**src/rtl/wb_ext_queue.sv**
```systemverilog
// Queued Wishbone classic master: host commands pass through a FIFO, run in order
// with byte-lane steering, misalignment checks and a bus timeout, one response each.
module wb_ext_queue #(
  parameter int ADDR_WIDTH     = 32,
  parameter int DATA_WIDTH     = 32,
  parameter int CMD_DEPTH      = 4,
  parameter int TIMEOUT_CYCLES = 255
) (
  input  logic                           clk_i,
  input  logic                           rst_i,
  input  logic                           cmd_valid_i,
  output logic                           cmd_ready_o,
  input  logic [ADDR_WIDTH-1:0]          cmd_addr_i,
  input  logic [DATA_WIDTH-1:0]          cmd_data_i,
  input  logic [1:0]                     cmd_size_i,
  input  logic                           cmd_we_i,
  output logic                           rsp_valid_o,
  input  logic                           rsp_ready_i,
  output logic [DATA_WIDTH-1:0]          rsp_data_o,
  output logic                           rsp_err_o,
  output logic                           rsp_timeout_o,
  output logic [$clog2(CMD_DEPTH+1)-1:0] pending_o,
  output logic [ADDR_WIDTH-1:0]          wb_addr_o,
  output logic [DATA_WIDTH-1:0]          wb_data_o,
  output logic [3:0]                     wb_sel_o,
  output logic                           wb_we_o,
  output logic                           wb_stb_o,
  output logic                           wb_cyc_o,
  input  logic                           wb_ack_i,
  input  logic [DATA_WIDTH-1:0]          wb_data_i
);

  localparam int PTR_W = $clog2(CMD_DEPTH);
  localparam int CNT_W = $clog2(CMD_DEPTH + 1);
  localparam int TMR_W = (TIMEOUT_CYCLES < 2) ? 1 : $clog2(TIMEOUT_CYCLES + 1);
  localparam logic [TMR_W-1:0] TMR_LIMIT = TMR_W'(TIMEOUT_CYCLES);
  localparam logic [CNT_W-1:0] CNT_FULL  = CNT_W'(CMD_DEPTH);

  typedef struct packed {
    logic [ADDR_WIDTH-1:0] addr;
    logic [DATA_WIDTH-1:0] data;
    logic [1:0]            size;
    logic                  we;
  } cmd_t;

  typedef enum logic [1:0] {S_IDLE, S_CHECK, S_BUS, S_RESP} state_t;

  state_t state_q, state_d;

  cmd_t             fifo_mem [CMD_DEPTH];
  logic [PTR_W-1:0] wr_ptr_q, rd_ptr_q;
  logic [CNT_W-1:0] count_q;
  logic             push, pop;

  cmd_t                  cmd_q;
  logic [TMR_W-1:0]      timer_q;
  logic [DATA_WIDTH-1:0] res_data_q;
  logic                  res_err_q, res_to_q;

  logic                  slot_free, misaligned;
  logic                  go_bus, chk_err, bus_done, bus_to;
  logic [3:0]            lane_sel;
  logic [DATA_WIDTH-1:0] lane_data, rd_shifted, rd_data;

  // Ready reflects occupancy only, so a full FIFO refuses even when a pop coincides.
  assign cmd_ready_o = (count_q != CNT_FULL);
  assign push        = cmd_valid_i && cmd_ready_o;
  assign pending_o   = count_q;
  assign slot_free   = !rsp_valid_o || rsp_ready_i;

  // NOTE: the command storage has no reset; the pointers and count alone define validity.
  always_ff @(posedge clk_i) begin
    if (push) fifo_mem[wr_ptr_q] <= '{addr: cmd_addr_i, data: cmd_data_i,
                                      size: cmd_size_i, we: cmd_we_i};
  end

  // NOTE: sequential state uses non-blocking assignments so every flop samples pre-edge values.
  always_ff @(posedge clk_i or posedge rst_i) begin
    if (rst_i) begin
      wr_ptr_q <= '0;
      rd_ptr_q <= '0;
      count_q  <= '0;
    end else begin
      if (push) wr_ptr_q <= wr_ptr_q + 1'b1;
      if (pop)  rd_ptr_q <= rd_ptr_q + 1'b1;
      case ({push, pop})
        2'b10:   count_q <= count_q + 1'b1;
        2'b01:   count_q <= count_q - 1'b1;
        default: count_q <= count_q;
      endcase
    end
  end

  always_comb begin
    misaligned = 1'b0;
    case (cmd_q.size)
      2'd1:    misaligned = cmd_q.addr[0];
      2'd2:    misaligned = (cmd_q.addr[1:0] != 2'b00);
      2'd3:    misaligned = 1'b1;
      default: misaligned = 1'b0;
    endcase
  end

  always_comb begin
    lane_sel  = 4'b1111;
    lane_data = cmd_q.data;
    rd_shifted = wb_data_i >> {cmd_q.addr[1:0], 3'b000};
    rd_data    = rd_shifted;
    case (cmd_q.size)
      2'd0: begin
        lane_sel  = 4'b0001 << cmd_q.addr[1:0];
        lane_data = {4{cmd_q.data[7:0]}};
        rd_data   = {24'b0, rd_shifted[7:0]};
      end
      2'd1: begin
        lane_sel  = 4'b0011 << {cmd_q.addr[1], 1'b0};
        lane_data = {2{cmd_q.data[15:0]}};
        rd_data   = {16'b0, rd_shifted[15:0]};
      end
      default: ;
    endcase
  end

  always_ff @(posedge clk_i or posedge rst_i) begin
    if (rst_i) state_q <= S_IDLE;
    else       state_q <= state_d;
  end

  // NOTE: every always_comb output gets a default first so no path can infer a latch.
  always_comb begin
    state_d  = state_q;
    pop      = 1'b0;
    go_bus   = 1'b0;
    chk_err  = 1'b0;
    bus_done = 1'b0;
    bus_to   = 1'b0;
    case (state_q)
      S_IDLE: begin
        if ((count_q != '0) && slot_free) begin
          pop     = 1'b1;
          state_d = S_CHECK;
        end
      end
      S_CHECK: begin
        if (misaligned) begin
          chk_err = 1'b1;
          state_d = S_RESP;
        end else begin
          go_bus  = 1'b1;
          state_d = S_BUS;
        end
      end
      S_BUS: begin
        // An ack in the timeout cycle still completes normally.
        if (wb_ack_i) begin
          bus_done = 1'b1;
          state_d  = S_RESP;
        end else if ((TIMEOUT_CYCLES != 0) && (timer_q == TMR_LIMIT)) begin
          bus_to  = 1'b1;
          state_d = S_RESP;
        end
      end
      S_RESP:  state_d = S_IDLE;
      default: state_d = S_IDLE;
    endcase
  end

  always_ff @(posedge clk_i or posedge rst_i) begin
    if (rst_i) begin
      cmd_q         <= '0;
      timer_q       <= '0;
      res_data_q    <= '0;
      res_err_q     <= 1'b0;
      res_to_q      <= 1'b0;
      wb_addr_o     <= '0;
      wb_data_o     <= '0;
      wb_sel_o      <= '0;
      wb_we_o       <= 1'b0;
      wb_stb_o      <= 1'b0;
      wb_cyc_o      <= 1'b0;
      rsp_valid_o   <= 1'b0;
      rsp_data_o    <= '0;
      rsp_err_o     <= 1'b0;
      rsp_timeout_o <= 1'b0;
    end else begin
      if (pop) cmd_q <= fifo_mem[rd_ptr_q];

      if (chk_err) begin
        res_data_q <= '0;
        res_err_q  <= 1'b1;
        res_to_q   <= 1'b0;
      end

      if (go_bus) begin
        wb_addr_o <= {cmd_q.addr[ADDR_WIDTH-1:2], 2'b00};
        wb_we_o   <= cmd_q.we;
        wb_sel_o  <= lane_sel;
        wb_data_o <= lane_data;
        wb_cyc_o  <= 1'b1;
        wb_stb_o  <= 1'b1;
        timer_q   <= TMR_W'(1);
      end else if (state_q == S_BUS) begin
        timer_q <= timer_q + 1'b1;
      end

      if (bus_done || bus_to) begin
        wb_cyc_o <= 1'b0;
        wb_stb_o <= 1'b0;
        wb_we_o  <= 1'b0;
      end
      if (bus_done) begin
        res_data_q <= cmd_q.we ? '0 : rd_data;
        res_err_q  <= 1'b0;
        res_to_q   <= 1'b0;
      end
      if (bus_to) begin
        res_data_q <= '0;
        res_err_q  <= 1'b1;
        res_to_q   <= 1'b1;
      end

      if (state_q == S_RESP) begin
        rsp_valid_o   <= 1'b1;
        rsp_data_o    <= res_data_q;
        rsp_err_o     <= res_err_q;
        rsp_timeout_o <= res_to_q;
      end else if (rsp_ready_i) begin
        rsp_valid_o <= 1'b0;
      end
    end
  end

endmodule

```
**config.mk**
```make
export PLATFORM = sky130hd
export DESIGN_NAME = wb_ext_queue
export DESIGN_NICKNAME = d
export VERILOG_FILES = /design/src/rtl/wb_ext_queue.sv
export SDC_FILE = /design/constraint.sdc
export NUM_CORES = 1
export LEC_CHECK = 0
export CAP_MARGIN = 40
export CORE_ASPECT_RATIO = 1.4
export CORE_MARGIN = 3
export CORE_UTILIZATION = 51
export CTS_CLUSTER_SIZE = 8
export DETAILED_ROUTE_END_ITERATION = 12
export PLACE_DENSITY = 0.78
export SLEW_MARGIN = 40
export SYNTH_ARGS = -nofsm -noshare
export SYNTH_HDL_FRONTEND = slang
export SYNTH_SLANG_ARGS = --single-unit
```
**constraint.sdc**
```tcl
create_clock -name clk_i -period 8.9 [get_ports clk_i]
set_input_delay 1.335 -clock clk_i [delete_from_list [all_inputs] [get_ports clk_i]]
set_output_delay 1.335 -clock clk_i [all_outputs]
set_load 0.01 [all_outputs]
```
* Word-level counts from Yosys, hierarchy flattened *
Memories as Yosys holds them, arrays and structs flattened. A register that Yosys moved wholly into a read port is not among the register bits.
Cells that the tools add are included.

word-level totals
  logic and storage cells = 94
  input bits = 104
  bits in registers = 154
  bits in writable memories = 268
  memories = 1
  output and inout port bits = 110

memories
  memory    words  bits a word  read ports  clocked after memory_dff  wr ports  RTL line  text
  fifo_mem  4      67           1           1                         1         50        cmd_t fifo_mem [CMD_DEPTH];

cells by class
  $add $sub $neg = 5
  multiplexer cells = 41
  shift operators = 3
  eq/ne operators = 12
  reduce and logical (&&, ||, !) cells = 15

operators by type and width
  cell                                               count
  2-to-1 mux 32 bit                                  4
  one-hot mux 32 bit (2 select lines)                2
  right shift 32 x 5 -> 32 bit                       1
  2-to-1 mux 1 bit                                   26
  2-to-1 mux 8 bit                                   2
  == test 2 bit (second input constant)              5
  nonzero test 2 bit                                 5
  adder 8 x 1 -> 8 bit (second input constant)       1
  == test 8 bit (second input constant)              1
  one-hot mux 2 bit (4 select lines)                 1
  one-hot mux 4 bit (2 select lines)                 1
  == test 2 x 1 -> 1 bit (second input constant)     3
  2-to-1 mux 2 bit                                   3
  inequality test 3 bit (second input constant)      2
  one-hot mux 3 bit (2 select lines)                 1
  nonzero test 3 bit                                 2
  adder 2 x 1 -> 2 bit (second input constant)       2
  zero test 2 bit                                    2
  << shifter 1 x 2 -> 4 bit (first input constant)   1
  << shifter 2 x 2 -> 4 bit (first input constant)   1
  adder 3 x 1 -> 3 bit (second input constant)       1
  one-hot mux 1 bit (3 select lines)                 1
  subtractor 3 x 1 -> 3 bit (second input constant)  1
  logical AND 1 bit                                  2
  4 further kinds                                    5

* Longest topological paths before layout *
  depth after elaboration = 7
  gate-level depth with buffers = 11
  mapped depth without buffers = 10

* Worst setup path before layout *
No wires, ideal clock.

  path type = input to register
  from = input cmd_valid_i
  to = memory fifo_mem[0][0] (netlist name) (enable)
  stages on the path = 1
  slack = 5520 ps
  arrival = 2947 ps
  buffers on the path = 0
  library setup time = 433 ps
  data required time = 8467 ps
  path through = and3_1

between the ends
  word-level cells in the longest chain between the ends = 3

RTL lines
  element                                 RTL line  text
  from (decl)                             11        input logic cmd_valid_i,
  logical AND 1 bit                       67        assign push = cmd_valid_i && cmd_ready_o;
  2-to-1 mux 1 bit                        73        if (push) fifo_mem[wr_ptr_q] <= '{addr: cmd_addr_i, data: cmd_data_i,
  2-to-1 mux 1 bit (not written as such)  73
  to (decl)                               50

Every way passes these cells.

* Final worst setup path *
  from = register count_q[0], in the netlist pending_o[0]
  to = output cmd_ready_o

between the ends
  word-level cells in the longest chain between the ends = 1

RTL lines
  element                 RTL line  text
  from (decl)             52        logic [CNT_W-1:0] count_q;
  from (signal assigned)  87        2'b10: count_q <= count_q + 1'b1;
  from (signal assigned)  88        2'b01: count_q <= count_q - 1'b1;
  from (signal assigned)  89        default: count_q <= count_q;
  inequality test 3 bit   66        assign cmd_ready_o = (count_q != CNT_FULL);
  to (decl)               12        output logic cmd_ready_o,

Every way passes these cells.

==> flow_summary.yaml <==
sta:
  worst_pin_slew_ns: 0.749
  min_period_ns: 3.28
  finalSetupViolations: 0
  final.setup.tns_ns: 0
  grt_setup_unrepaired: "no"
  slew_violations: 0
  max_freq_ghz: 0.305
  skew_ns: 0.0191
  fin_ws_ns: 5.62
  slew_headroom_pct: 49.9
  min_period_over_period_pct: 36.8
  hold_violations: 0
clocking:
  worstSkewPairLatency_ns: 0.58
  cts_sinks: 489
  cts_buffers: 71
  cts.clk_slew.worst_paths_ns: 0.05
  root_buffer: "clkbuf_16"
  cts_tree: "built"
  h-tree-depth: 3
  cts_hold_repair.buffers: 0
  cts_resized: 0
  cts_buffer_depth: 3
  cts_setup_buffers: 0
setup_path:
  cp_slowest_stage_delay_ns: 0.65
  cp_top_family: "buffers and inverters"
  crit_path_end_kind: "output port"
  required_ns: 7.57
  reg2regPathDepth: 9
  reg2reg_from: "state_q[0]$_DFFE_PP0P_"
  crit_chain: "inv_1 -> nand3_1 -> clkdlybuf4s50_1"
  cp-start-kind: "register"
  path_buf_inv: 2
  cpMaxStageDelayCell: "clkdlybuf4s50_1"
  path_depth: 3
  critical_path_class: "register to output port"
  r2r_slack_ns: 6.42
  critPathMaxFanout: 6
  cp_data_arrival_time_ns: 1.94
  rr_endpoint: "pending_o[2]$_DFFE_PP0P_"
routing:
  drt_iter0_drc: 977
  drtAntennaViolNets: 0
  totalWireLength_um: 42200
  drt-pass1-iter-count: 5
  routed_via_density: 5.68
  wire_per_inst_um: 22.3
  vias: 10747
  drc: 0
die:
  rows: 83
  dieHeight_um: 237
  fp.coreArea_um2: 37100
  ios: 214
  fp.dieArea_um2: 40400
  start_util_pct: 52.2
  fp.dieW_um: 171
yosys:
  ys_seq_area_share_pct: 70.1
  synth.largest_area_cell: "edfxtp_1"
  syn_avg_cell_area_um2: 17.1
  synthTopCellsByArea: "edfxtp_1 42%, dfrtp_1 29%, mux4_2 7.8%, mux2_4 5.0%, nand2_1 3.2%"
  synth_top_cell_area_share_pct: 41.6
  ys_types: 50
  synth_seq_cells: 489
  postSynthCellCount: 1135
  synth_flop_cell: "edfxtp_1"
  syn_area_um2: 19400
  yosys_warnings: 0
  synthArstFlopShare_pct: 45.2
  synth_edf_count: 268
final_layout:
  fin_area_um2: 24100
  area_delta_synth_final_pct: 24.2
  fin_cells: 1893
  drive_above_1_share_pct: 19.8
  fin_nets: 1490
grt:
  grt_pass1_vias: 11600
  grt_max_degree: 99
  grt_overflow_total: 0
  antenna_found_initial: 5
  grt_pass1_wl_um: 66200
  track_usage_pct: 21.4
placed_design:
  dpl.hpwl_um: 26900
  io_buffers: 211
  post-place-ws_ns: 5.18
  gp_congestion: 0.816
  placed_area_um2: 22000
  dp_cells: 1768
run_status:
  outcome: "finished clean"
power_and_ir_drop:
  peakVddDrop_v: 0.000188
  p_per_area_nw_per_um2: 370
  leakagePower_nw: 9.46
job:
  drv_cap: 0
worst_hold_path:
  min_path_cells: 2
  whs_endpoint: "wb_addr_o[30]$_DFFE_PP0P_"
  hold_start: "wb_addr_o[30]$_DFFE_PP0P_"
  hold_class: "register to register"
==> through the flow <==
stage	total power, mW	utilization [%]	hold slack [ns]
global route	9.34	64.9	0.487
global placement	6.30	58.6	0.459
CTS	8.99	64.8	0.475
floorplan	5.44	-	0.439
finish	8.89	64.9	0.473
detailed placement	6.48	59.3	0.462
==> sequential cells by signal, indices dropped and copies added, names as in the netlist <==
signal	count
rsp_valid_o	1
rsp_data_o	32
res_to_q	1
rd_ptr_q	2
res_err_q	1
state_q	2
wb_sel_o	4
rsp_err_o	1
pending_o	3
wb_data_o	32
wb_cyc_o	1
fifo_mem	268
wb_we_o	1
wr_ptr_q	2
cmd_q	67
wb_addr_o	30
res_data_q	32
rsp_timeout_o	1
timer_q	8
==> cells by family (layout without fill, tap and decap cells) <==
family	after synthesis	after routing	share of synthesized area, %
AO/OA/AOI/OAI	106	106	3.80
XOR/XNOR	13	13	0.588
adder cells (fa/ha/maj)	12	12	0.814
buffers and inverters	77	365	2.53
flip-flops	489	489	70.1
multiplexers	210	210	17.1
other	1	4	0.0194
AND/OR/NAND/NOR	227	227	5.05
==> synthesized netlist by cell type (6+ instances only) <==
cell / count
dfrtp_1: 221
nor2_1: 17
buf_2: 24
mux2_4: 65
and3_1: 8
nand2_1: 165
xor2_1: 8
a211o_1: 8
buf_4: 8
a32o_1: 10
nor2b_1: 12
buf_12: 6
o2bb2ai_1: 8
mux4_2: 67
mux2i_1: 41
a22o_1: 18
ha_1: 11
o21ai_0: 41
edfxtp_1: 268
clkbuf_1: 19
mux2_2: 37
a21oi_1: 12
inv_1: 12
==> area by class of cell <==
| cell class | instances | area [µm²] |
|---|---|---|
| timing repair buffer | 230 | 2410 |
| antenna | 2 | 5.00 |
| inverter | 12 | 52.6 |
| multi-input combinational | 570 | 5350 |
| tap | 467 | 584 |
| clock buffer | 119 | 2020 |
| clock inverter | 4 | 42.5 |
| fill | 2506 | 13000 |
| sequential | 489 | 13600 |
==> cells in the final DEF (no fill, tap or decap), types with 3 or more instances in the layout <==
cell and n:
mux4_2 67, a21oi_1 12, nor2_1 17, dfrtp_1 218, buf_4 4, buf_6 4, buf_12 10, o21ai_0 41
and3_4 6, mux2_4 65, nand3_1 3, a211o_1 8, nand2b_1 5, nor2b_1 12, clkbuf_16 74, nand2_1 165
edfxtp_1 268, xnor2_1 5, o2bb2ai_1 8, ha_1 11, inv_1 11, a32o_1 10, or3_1 4, mux2i_1 41
nand4_1 3, mux2_2 37, xor2_1 8, clkbuf_1 45, clkdlybuf4s50_1 211, a22o_1 18
==> routing by layer <==
| metal | global-route usage (%) | share of wire, % | up-vias | routed length (µm) |
|---|---|---|---|---|
| li1 | - | - | 4718 | - |
| met1 | 26.0 | 38 | 5525 | 15900 |
| met2 | 37.0 | 52 | 388 | 22100 |
| met3 | 4.56 | 6.4 | 108 | 2680 |
| met4 | 9.00 | 3.6 | 8 | 1500 |
| met5 | 0 | 0.11 | - | 47 |
==> worst max-delay path by stage <==
stage                                           to                      from  slack (ns)
final                                  cmd_ready_o  pending_o[0]$_DFFE_PP0P_        5.62
after global routing                   cmd_ready_o  pending_o[0]$_DFFE_PP0P_        5.53
after CTS                              cmd_ready_o  pending_o[0]$_DFFE_PP0P_        5.60
after detailed placement  pending_o[2]$_DFFE_PP0P_               rsp_ready_i        5.18
after global placement        cmd_q[2]$_DFFE_PP0P_               rsp_ready_i        5.00
after floorplan               cmd_q[0]$_DFFE_PP0P_                     rst_i        1.52
==> worst register-to-register path, cell delays in order, from the launching register on <==
cell and delay (ns):
dfrtp_1 0.41, inv_1 0.15, ha_1 0.20, and3_4 0.50
ha_1 0.29, inv_1 0.06, fa_1 0.37, xor2_1 0.15
nor2_1 0.11, xor2_1 0.16
==> power by group <==
| part | switching [mW] | internal [mW] |
|---|---|---|
| combinational | 1.34 | 1.52 |
| sequential | 0.461 | 3.11 |
| clock | 0.925 | 1.53 |
Note: power is estimated with default switching activity, not from simulation.
